--- src/rtl/imem_loader_pkg.sv ---
// Shared types and widths for the instruction-memory boot loader.
// IMEM_LOADER_CKSUM_EN adds the trailing checksum state.
package imem_loader_pkg;

  localparam int BYTE_W  = 8;
  localparam int INSTR_W = 16;

  typedef enum logic [2:0] {
    S_IDLE    = 3'd0,
    S_HDR_HI  = 3'd1,
    S_HDR_LO  = 3'd2,
    S_DATA_HI = 3'd3,
    S_DATA_LO = 3'd4,
`ifdef IMEM_LOADER_CKSUM_EN
    S_CKSUM   = 3'd5,
`endif
    S_DONE    = 3'd6,
    S_ERR     = 3'd7
  } state_t;

endpackage

--- src/rtl/imem_ld_cksum.sv ---
// Running XOR of the instruction bytes of one load; only built with
// IMEM_LOADER_CKSUM_EN defined.
module imem_ld_cksum
  import imem_loader_pkg::*;
(
  input  logic              clk,
  input  logic              rst_n,
  input  logic              clear,
  input  logic              en,
  input  logic [BYTE_W-1:0] data,
  output logic [BYTE_W-1:0] sum
);

  always_ff @(posedge clk or negedge rst_n) begin
    if (!rst_n)     sum <= '0;
    else if (clear) sum <= '0;
    else if (en)    sum <= sum ^ data;
  end

endmodule

--- src/rtl/imem_loader.sv ---
// Boot loader: byte stream -> 16-bit big-endian words -> imem write port,
// holding the CPU in reset until a clean load. Option: IMEM_LOADER_CKSUM_EN.
module imem_loader
  import imem_loader_pkg::*;
#(
  parameter int                ADDR_W    = 8,
  parameter logic [ADDR_W-1:0] BASE_ADDR = '0
) (
  input  logic               clk,
  input  logic               rst,
  input  logic               start,
  input  logic               in_valid,
  input  logic [BYTE_W-1:0]  in_data,
  output logic               in_ready,
  output logic               mem_we,
  output logic [ADDR_W-1:0]  mem_addr,
  output logic [INSTR_W-1:0] mem_wdata,
  output logic               cpu_hold,
  output logic               done,
  output logic               err
);

  // A full memory is 2**ADDR_W words, so the limit needs one bit above the count.
  localparam logic [16:0] DEPTH = 17'(1) << ADDR_W;

  state_t            state;
  logic [BYTE_W-1:0] count_hi;
  logic [BYTE_W-1:0] instr_hi;
  logic [15:0]       count;
  logic [16:0]       idx;

  logic              accept;
  logic [15:0]       hdr_count;
  logic [16:0]       idx_next;
  logic              last_word;
  logic              restart;

  assign accept    = in_valid && in_ready;
  assign hdr_count = {count_hi, in_data};
  assign idx_next  = idx + 17'd1;
  assign last_word = (idx_next == {1'b0, count});
  assign restart   = start && (state == S_IDLE || state == S_DONE || state == S_ERR);

`ifdef IMEM_LOADER_CKSUM_EN
  logic [BYTE_W-1:0] cksum;

  imem_ld_cksum u_cksum (
    .clk   (clk),
    .rst_n (rst),
    .clear (restart),
    .en    (accept && (state == S_DATA_HI || state == S_DATA_LO)),
    .data  (in_data),
    .sum   (cksum)
  );
`endif

  always_ff @(posedge clk or negedge rst) begin
    if (!rst) begin
      state     <= S_IDLE;
      count_hi  <= '0;
      instr_hi  <= '0;
      count     <= '0;
      idx       <= '0;
      in_ready  <= 1'b0;
      mem_we    <= 1'b0;
      mem_addr  <= BASE_ADDR;
      mem_wdata <= '0;
      cpu_hold  <= 1'b1;
      done      <= 1'b0;
      err       <= 1'b0;
    end else begin
      // NOTE: non-blocking assignments throughout so every branch sees the
      // pre-edge state; mem_we defaults low here so it can only pulse.
      mem_we <= 1'b0;
      case (state)
        S_IDLE, S_DONE, S_ERR: begin
          if (start) begin
            state    <= S_HDR_HI;
            in_ready <= 1'b1;
            cpu_hold <= 1'b1;
            done     <= 1'b0;
            err      <= 1'b0;
          end
        end
        S_HDR_HI: begin
          if (accept) begin
            count_hi <= in_data;
            state    <= S_HDR_LO;
          end
        end
        S_HDR_LO: begin
          if (accept) begin
            count <= hdr_count;
            idx   <= '0;
            if ({1'b0, hdr_count} > DEPTH) begin
              state    <= S_ERR;
              in_ready <= 1'b0;
              err      <= 1'b1;
            end else if (hdr_count == 16'd0) begin
`ifdef IMEM_LOADER_CKSUM_EN
              state    <= S_CKSUM;
`else
              state    <= S_DONE;
              in_ready <= 1'b0;
              done     <= 1'b1;
              cpu_hold <= 1'b0;
`endif
            end else begin
              state <= S_DATA_HI;
            end
          end
        end
        S_DATA_HI: begin
          if (accept) begin
            instr_hi <= in_data;
            state    <= S_DATA_LO;
          end
        end
        S_DATA_LO: begin
          if (accept) begin
            mem_we    <= 1'b1;
            mem_addr  <= BASE_ADDR + idx[ADDR_W-1:0];
            mem_wdata <= {instr_hi, in_data};
            idx       <= idx_next;
            if (last_word) begin
`ifdef IMEM_LOADER_CKSUM_EN
              state    <= S_CKSUM;
`else
              state    <= S_DONE;
              in_ready <= 1'b0;
              done     <= 1'b1;
              cpu_hold <= 1'b0;
`endif
            end else begin
              state <= S_DATA_HI;
            end
          end
        end
`ifdef IMEM_LOADER_CKSUM_EN
        S_CKSUM: begin
          if (accept) begin
            in_ready <= 1'b0;
            if (in_data == cksum) begin
              state    <= S_DONE;
              done     <= 1'b1;
              cpu_hold <= 1'b0;
            end else begin
              state <= S_ERR;
              err   <= 1'b1;
            end
          end
        end
`endif
        default: begin
          state    <= S_IDLE;
          in_ready <= 1'b0;
        end
      endcase
    end
  end

endmodule

--- config.mk ---
export PLATFORM = sky130hd
export DESIGN_NAME = imem_loader
export DESIGN_NICKNAME = d
export VERILOG_FILES = /design/src/rtl/imem_loader_pkg.sv /design/src/rtl/imem_ld_cksum.sv /design/src/rtl/imem_loader.sv
export SDC_FILE = /design/constraint.sdc
export NUM_CORES = 1
export LEC_CHECK = 0
export ABC_CLOCK_PERIOD_IN_PS = 6800
export CAP_MARGIN = 10
export CORE_UTILIZATION = 40
export CTS_CLUSTER_DIAMETER = 150
export DETAILED_ROUTE_END_ITERATION = 8
export GPL_TIMING_DRIVEN = 0
export MAX_ROUTING_LAYER = met4
export PLACE_DENSITY = 0.68
export SYNTH_ARGS = -nofsm -noshare
export SYNTH_HDL_FRONTEND = slang
export SYNTH_HIERARCHICAL = 1
export SYNTH_SLANG_ARGS = --single-unit
--- constraint.sdc ---
create_clock -name clk -period 6.8 [get_ports clk]
set_input_delay 0.68 -clock clk [delete_from_list [all_inputs] [get_ports clk]]
set_output_delay 0.68 -clock clk [all_outputs]
set_load 0.1 [all_outputs]
==> impl_metrics.toml, run 1 <==
[critical_path]
critical-path-top-delay-family = "simple AND/OR/NAND/NOR gates"
arrival_ns = 3.15
endpoint_kind = "flop"
slowest_stage = "nor3_2"
startpoint_type = "flop"
r2r_cells = 8
cp_cell_sequence = "ha_1, nand4_1, nor3_2, xnor2_1, a22o_1, o2111ai_2, nor4_4, o21ai_0"
cp.buffers_inverters = 0
max_stage_delay_ns = 0.51
cp.required_ns = 7.03
path_max_fanout = 8
worst-setup-path-type = "flop to flop"
crit_cells = 8

[min_path]
min_path_type = "input port to asynchronous set/reset pin"

[finish]
nNetsFinal = 492
final_util_pct = 49.72
drive_above_1_share_pct = 13.43
fin_area_sq_um = 4882
synthToLayoutAreaGrowth_pct = 19.77
diodes = 0
fin_cells = 617

[sta]
whs_ns = 0.2153
timing.final.ws_setup_ns = 3.875
maxSlewViolCount = 0
period_minus_slack_ns = 2.925
max_clock_freq_mhz = 341.9
slew_headroom_pct = 34.93
setup_viol = 0
fin_crit_sh_pct = 43.01
tns_ns = 0
finClkSkew_ns = 0.01017
rsz0062_at_grt = "false"
tightest_slew_ns = 0.9731
hold_viol = 0

[floorplan]
rows = 36
die_w_um = 103.0
die_h_um = 103.0
start_util_pct = 41.51
fp.coreArea_sq_um = 9819
dieArea_sq_um = 10600
ios = 41

[power]
finalPower_mw = 2.227
p_leak_nw = 2.077
p_per_area_nw_per_um2 = 456.2
vdd_drop_max_v = 0.0002952

[yosys]
yosysSeqAreaShare_pct = 49.75
synthCells = 426
synth.net_count = 439
synth_seq_cells = 81
synth_top_area_share_pct = 49.11
synth_edf_count = 0
yosys_warnings = 6
ys.flop_type = "dfrtp_1"
netlist_area_sq_um = 4076
syn_area_per_cell_sq_um = 9.569
yosys-top-cells-count = "91 x nand2_1, 80 x dfrtp_1, 32 x mux2_2"
synth.area.top_cells = "dfrtp_1 49%, mux2_2 8.8%, nand2_1 8.4%"
ys_async_sr_fraction_pct = 100.0
ys_types = 54
yosysTopAreaCell = "dfrtp_1"
synth_most_common_cell = "nand2_1"

[clock_network]
cts_hold_buf = 0
postCtsSetupRepairBufs = 0
cts-resized-gates = 0
cts-root-buf = "clkbuf_8"
htreeDepth = 3
cts.path.max_buffers = 2
numCtsBuffers = 9
cts_tree = "built"
clk_latency_ns = 0.37
cts_sinks = 81
clkTransAtPathRegs_ns = 0.10

[route]
wirelength_mm = 9.956
antenna_left = 0
post_drt_via_cell_ratio = 5.538
dr.pass1.iters = 5
wl_per_cell_um = 16.14
via_count = 3417
drt_iter0_markers = 218
drc = 0

[placed_design]
io_buffers = 40
post-place-ws_ns = 3.890
routabilityCongestion = 0.9131
placed_area_sq_um = 4673
dp.cells = 601
dpl.hpwl_mm = 6.843

[global_route]
grt_pass1_vias = 3237
grt_pass1_wl_mm = 16.55
grt_use_total_pct = 21.52
grt_max_degree = 57
antenna_found_initial = 0
grt-ovfl-total = 0

[outcome]
status = "complete, no violations"

[run]
drv_cap = 0
## logic make-up after synthesis
group | Yosys count | share of synthesized area [%]
mux | 33 | 9.085
xor+xnor | 19 | 4.082
flops | 81 | 49.75
buf+inv | 31 | 3.039
fa+ha+maj | 2 | 0.5524
compound gates | 85 | 13.44
simple gates | 175 | 20.04
## where the power goes
group / switching, mW / total (mW) / internal (mW) / leakage [nW]
Clock: 0.206 / 0.383 / 0.177 / 0.100
Combinational: 0.707 / 1.05 / 0.347 / 0.931
Sequential: 0.139 / 0.790 / 0.650 / 1.05
Total: 1.05 / 2.23 / 1.17 / 2.08
## routing by layer
layer,track usage [%],vias up,wire (um)
li1,-,1615,-
met1,28.99,1645,4658
met2,31.64,133,4488
met3,4.068,24,556
met4,9.426,0,252
met5,-,-,0
## placed cells by master, fill, tap and decap left out, types with 3 or more instances in the layout
| cell | count |
|---|---|
| nand4_1 | 3 |
| nand3_1 | 13 |
| clkbuf_8 | 9 |
| a22o_1 | 3 |
| nand2b_1 | 3 |
| clkbuf_1 | 16 |
| o21ai_0 | 28 |
| dfrtp_1 | 80 |
| a31oi_1 | 3 |
| o31ai_1 | 9 |
| clkdlybuf4s50_1 | 39 |
| nor4_1 | 8 |
| or3_1 | 8 |
| nor3_1 | 6 |
| o41ai_1 | 6 |
| and2_1 | 5 |
| buf_1 | 3 |
| xor2_1 | 5 |
| buf_2 | 3 |
| inv_1 | 8 |
| nor2_1 | 25 |
| mux2_2 | 32 |
| a21oi_1 | 19 |
| xnor2_1 | 14 |
| nand2_1 | 91 |
## registers in the layout, indices dropped and copies added (netlist names), 3 cells and up
signal and count:
idx 17, count 16, state 3, mem_addr 8
count_hi 8, mem_wdata 16, instr_hi 8
## worst register-to-register path, stage by stage (launching register included)
cell       delay (ns)
dfrtp_1          0.48
ha_1             0.40
nand4_1          0.25
nor3_2           0.51
xnor2_1          0.23
a22o_1           0.20
o2111ai_2        0.14
nor4_4           0.43
o21ai_0          0.13
## area by class of cell
class,count,area [sq um]
clock inverters,7,85.08
inverters,8,30.03
fillers,1000,4937
plain buffers,23,93.84
well taps,133,166.4
clock buffers,9,123.9
multi-input cells,314,1924
flip-flops and latches,81,2028
repair buffers,42,430.4
## path summary, 6_finish.rpt
path	endpoint	startpoint	slack (ns)
setup / recovery	state[0]	idx[0]	3.88
hold / removal	idx[12]	rst	0.22
setup reg to reg	state[0]	idx[0]	3.88
hold reg to reg	mem_wdata[14]	instr_hi[6]	0.47
max in group asynchronous	cpu_hold	rst	5.97
min in group clk	mem_wdata[14]	instr_hi[6]	0.47
No activity file was read; power rests on OpenSTA's default activity.
==> inputs of run 2 (changes only) <==
--- a/config.mk
+++ b/config.mk
@@ -5,14 +5,14 @@
 export SDC_FILE = /design/constraint.sdc
 export NUM_CORES = 1
 export LEC_CHECK = 0
-export ABC_CLOCK_PERIOD_IN_PS = 6800
+export ABC_CLOCK_PERIOD_IN_PS = 2500
 export CAP_MARGIN = 10
 export CORE_UTILIZATION = 40
 export CTS_CLUSTER_DIAMETER = 150
 export DETAILED_ROUTE_END_ITERATION = 8
 export GPL_TIMING_DRIVEN = 0
 export MAX_ROUTING_LAYER = met4
-export PLACE_DENSITY = 0.68
+export PLACE_DENSITY = 0.71
 export SYNTH_ARGS = -nofsm -noshare
 export SYNTH_HDL_FRONTEND = slang
 export SYNTH_HIERARCHICAL = 1
==> constraint.sdc (replaced) <==
create_clock -name clk -period 2.5 [get_ports clk]
set_input_delay 0.25 -clock clk [delete_from_list [all_inputs] [get_ports clk]]
set_output_delay 0.25 -clock clk [all_outputs]
set_load 0.1 [all_outputs]
==> impl_metrics.toml, run 2 (synthesis results as in run 1) <==
[critical_path]
max_stage_delay_ns = 0.58
cp_cell_sequence = "buf_6, nand3_4, or4_4, or3_4, a31oi_4, nand4_4, nor4_4, a31o_1"
path_max_fanout = 4
worst-setup-path-type = "flop to flop"
arrival_ns = 2.83
slowest_stage = "or4_4"
startpoint_type = "flop"
cp.required_ns = 2.80
endpoint_kind = "flop"

[global_route]
grt_max_degree = 65
grt_use_total_pct = 22.83
grt_pass1_vias = 3454
antenna_found_initial = 0
grt-ovfl-total = 0
grt_pass1_wl_mm = 17.77

[finish]
synthToLayoutAreaGrowth_pct = 28.61
seq_area_sq_um = 2036
largest_register = "idx"
final_util_pct = 53.39
fillers = 898
largest_reg_flops = 17
nNetsFinal = 510
fin_area_sq_um = 5243
final_common_cell = "nand2_1"
multi_input_area_sq_um = 2100
drive_above_1_share_pct = 21.91
diodes = 0
largestRegisters = "idx (17), count (16), mem_wdata (16)"
layout_common_cells = "90 x nand2_1, 74 x dfrtp_1, 39 x clkdlybuf4s50_1, 32 x mux2_2, 26 x o21ai_0"

[floorplan]
start_util_pct = 41.51
rows = 36
dieArea_sq_um = 10600
fp.coreArea_sq_um = 9819
die_h_um = 103.0
ios = 41
die_w_um = 103.0

[power]
p_leak_nw = 2.234
p_per_area_nw_per_um2 = 1197
vdd_drop_max_v = 0.0007886

[placed_design]
post-place-ws_ns = -0.3261
routabilityCongestion = 0.8961
placed_area_sq_um = 4674
dpl.hpwl_mm = 7.061
io_buffers = 40

[sta]
finClkSkew_ns = 0.01067
maxSlewViolCount = 0
rsz0062_at_grt = "true"
fin_crit_sh_pct = 101.0
tightest_slew_ns = 0.9860
max_clock_freq_mhz = 396.1
slew_headroom_pct = 34.06
whs_ns = 0.2918
setup_viol = 2
hold_viol = 0
period_minus_slack_ns = 2.524
timing.final.ws_setup_ns = -0.02437

[route]
via_count = 3562
dr.pass1.iters = 5
post_drt_via_cell_ratio = 5.609
drt_iter0_markers = 229
antenna_left = 0
wl_per_cell_um = 16.91
drc = 0
wirelength_mm = 10.74

[clock_network]
clk_latency_ns = 0.36
cts_sinks = 81
cts-root-buf = "clkbuf_8"
cts_tree = "built"
numCtsBuffers = 9
cts.path.max_buffers = 2
clkTransAtPathRegs_ns = 0.10
htreeDepth = 3

[outcome]
status = "complete, but fails checks"
violations = "negative setup slack"

[run]
drv_cap = 0

[min_path]
min_path_type = "input port to asynchronous set/reset pin"
-- run 2: cell count changes in the layout (fill, tap and decap cells not counted), sizes merged --
cell         previous run  this run
buf                     9        29
clkbuf                 26        23
clkinv                  0         1
clkinvlp                2         1
dlygate4sd3             0         1
-- run 2: routing by layer --
metal	vias to the layer above	GRT usage [%]	wire length [um]
met4	0	9.642	332
met3	27	2.915	544
met5	-	-	0
met1	1750	30.45	4787
met2	137	35.13	5072
li1	1648	-	-
-- run 2: area by class of cell --
type | count | area share, %
Clock inverter | 7 | 1.790
Clock buffer | 9 | 2.363
Tap cell | 133 | 3.174
Buffer | 21 | 2.053
Inverter | 8 | 0.5728
Sequential cell | 81 | 38.83
Multi-Input combinational cell | 314 | 40.05
Timing Repair Buffer | 62 | 11.17
-- run 2: what timing repair did --
item,4_1_cts,5_1_grt
hold endpoints to repair,16,0
setup buffers,12,8
setup endpoints to repair,5,18
gates resized for setup,28,21
hold buffers,1,0
pin swaps,8,6
-- run 2: power by group --
part / switching (mW) / internal [mW] / total (mW)
sequential: 0.413 / 1.77 / 2.19
clock: 0.563 / 0.491 / 1.05
combinational: 2.02 / 1.01 / 3.03
total: 3.00 / 3.28 / 6.28
-- run 2: per-stage QoR --
| stage | instances | TNS (ns) | power (mW) |
|---|---|---|---|
| 6_report | 635 | -0.02825 | 6.275 |
| 5_1_grt | 635 | -0.2781 | 6.610 |
| 4_1_cts | 629 | 0 | 6.199 |
| 3_5_place_dp | 600 | -4.566 | 5.055 |
| 3_3_place_gp | 599 | -139.03 | 4.971 |
| 2_1_floorplan | 426 | 0 | 4.324 |
-- run 2: worst max-delay path: cells and delay by family (launching register included) --
kind,cells,cell delay [ns]
and+or+nand+nor,5,1.58
DFF,1,0.35
buffers and inverters,1,0.11
AOI/OAI and AO/OA,2,0.43
-- run 2: path summary, 6_finish.rpt --
kind	start	to	slack, ns	cells after the start
worst min-delay path	rst	mem_we	0.29	2
worst max register to register	idx[5]	state[2]	-0.02	8
max in group asynchronous	rst	mem_wdata[5]	1.60	3
min in group clk	mem_addr[7]	mem_addr[7]	0.48	2
worst min register to register	mem_addr[7]	mem_addr[7]	0.48	2
worst max-delay path	idx[5]	state[2]	-0.02	8
==> inputs of run 3 (changes only) <==
--- a/config.mk
+++ b/config.mk
@@ -13,6 +13,7 @@
 export GPL_TIMING_DRIVEN = 0
 export MAX_ROUTING_LAYER = met4
 export PLACE_DENSITY = 0.71
+export SETUP_SLACK_MARGIN = 0.1
 export SYNTH_ARGS = -nofsm -noshare
 export SYNTH_HDL_FRONTEND = slang
 export SYNTH_HIERARCHICAL = 1
==> impl_metrics.toml, run 3 (synthesis results as in run 1) <==
[outcome]
status = "complete, no violations"

[run]
drv_cap = 0

[sta]
slew_headroom_pct = 33.78
hold_viol = 0
tightest_slew_ns = 0.9902
setup_viol = 0
finClkSkew_ns = 0.01507
rsz0062_at_grt = "true"
maxSlewViolCount = 0
period_minus_slack_ns = 2.475
fin_crit_sh_pct = 99.01
max_clock_freq_mhz = 404.0

[placed_design]
placed_area_sq_um = 4684
io_buffers = 40
routabilityCongestion = 0.9037
dpl.hpwl_mm = 6.846
dp.cells = 600

[floorplan]
ios = 41
die_h_um = 103.0
rows = 36
start_util_pct = 41.51
dieArea_sq_um = 10600
die_w_um = 103.0
fp.coreArea_sq_um = 9819

[global_route]
grt_pass1_vias = 3391
grt_max_degree = 66
grt_use_total_pct = 22.14
antenna_found_initial = 0
grt-ovfl-total = 0
grt_pass1_wl_mm = 17.22

[route]
drt_iter0_markers = 172
antenna_left = 0
drc = 0
post_drt_via_cell_ratio = 5.544
via_count = 3559
wirelength_mm = 10.58
wl_per_cell_um = 16.49
dr.pass1.iters = 5

[finish]
fin_cells = 642
final_common_cell = "nand2_1"
largest_register = "idx"
nNetsFinal = 517
largestRegisters = "idx (17), count (16), mem_wdata (16)"
largest_reg_flops = 17
layout_common_cells = "90 x nand2_1, 74 x dfrtp_1, 39 x clkdlybuf4s50_1, 32 x mux2_2, 27 x buf_4"
drive_above_1_share_pct = 23.97
synthToLayoutAreaGrowth_pct = 30.45
diodes = 0
fin_area_sq_um = 5318
final_util_pct = 54.15

[power]
vdd_drop_max_v = 0.0007923
finalPower_mw = 6.229
p_leak_nw = 2.285
p_per_area_nw_per_um2 = 1171

[critical_path]
cp.buffers_inverters = 2
arrival_ns = 2.78
cp_cell_sequence = "buf_4, nand4_1, buf_4, nor3_4, xnor2_1, a22o_1, o2111ai_4, nor4_4, a31o_1"
critical-path-top-delay-family = "simple AND/OR/NAND/NOR gates"
slowest_stage = "dfrtp_1"
r2r_setup_slack_ns = 0.02
path_max_fanout = 10
cp.required_ns = 2.80
startpoint_type = "flop"
max_stage_delay_ns = 0.45
endpoint_kind = "flop"
worst-setup-path-type = "flop to flop"
crit_top_cell = "buf_4"

[clock_network]
cts.path.max_buffers = 2
cts_sinks = 81
cts-root-buf = "clkbuf_8"
cts_tree = "built"
clk_latency_ns = 0.37
numCtsBuffers = 9
clkTransAtPathRegs_ns = 0.10
htreeDepth = 3

[min_path]
min_path_type = "input port to asynchronous set/reset pin"
run 3: cell types whose count changed in the layout (fill, tap and decap cells not counted), sizes merged:
| cell | delta |
|---|---|
| bufinv | -1 |
| clkinvlp | -1 |
| inv | +2 |
| buf | +5 |
| clkbuf | +2 |
run 3: final timing paths:
check | from | depth (start not counted) | end
worst max-delay path | idx[2] | 9 | state[2]
worst min-delay path | rst | 2 | mem_we
worst max register to register | idx[2] | 9 | state[2]
worst min register to register | instr_hi[7] | 2 | mem_wdata[15]
max in group asynchronous | rst | 3 | count[15]
min in group clk | instr_hi[7] | 2 | mem_wdata[15]
run 3: per-layer routing:
layer	share of wire, %	up-vias	GRT usage (%)
met5	0	-	-
met4	2.9	0	10.18
met3	6.3	33	4.475
met2	48	133	33.79
met1	43	1727	28.39
li1	-	1666	-
run 3: cell type report:
type                       count  area [sq um]
timing repair buffer          67         623.1
clock inverter                 7         76.32
buffer                        23         132.6
inverter                       8         30.03
tap                          133         166.4
clock buffer                   9         123.9
fill                         883          4502
multi-input combinational    314          2130
sequential                    81          2036
run 3: through the flow:
stage / hold WS [ns] / TNS [ns] / setup slack, ns
floorplan: -0.04559 / 0 / 0.1133
CTS: 0.2783 / 0 / 0.01523
global route: 0.3166 / -0.1845 / -0.06122
global placement: 0.4428 / -134.42 / -1.913
finish: 0.2757 / 0 / 0.02477
detailed placement: 0.1387 / -4.842 / -0.4035
run 3: report_power, final:
| group | leakage (nW) | internal, mW | switching (mW) |
|---|---|---|---|
| Sequential | 1.04 | 1.77 | 0.392 |
| Combinational | 1.14 | 1.04 | 2.05 |
| Clock | 0.103 | 0.401 | 0.577 |
| Total | 2.28 | 3.22 | 3.01 |
run 3: what timing repair did:
action / 4_1_cts / 5_1_grt
hold buffers: 1 / 0
buffers inserted: 17 / 9
resized for setup: 38 / 21
setup endpoints to repair: 10 / 30
pin swaps: 9 / 10
endpoints found under the hold margin: 16 / 0
gates cloned: 0 / 0
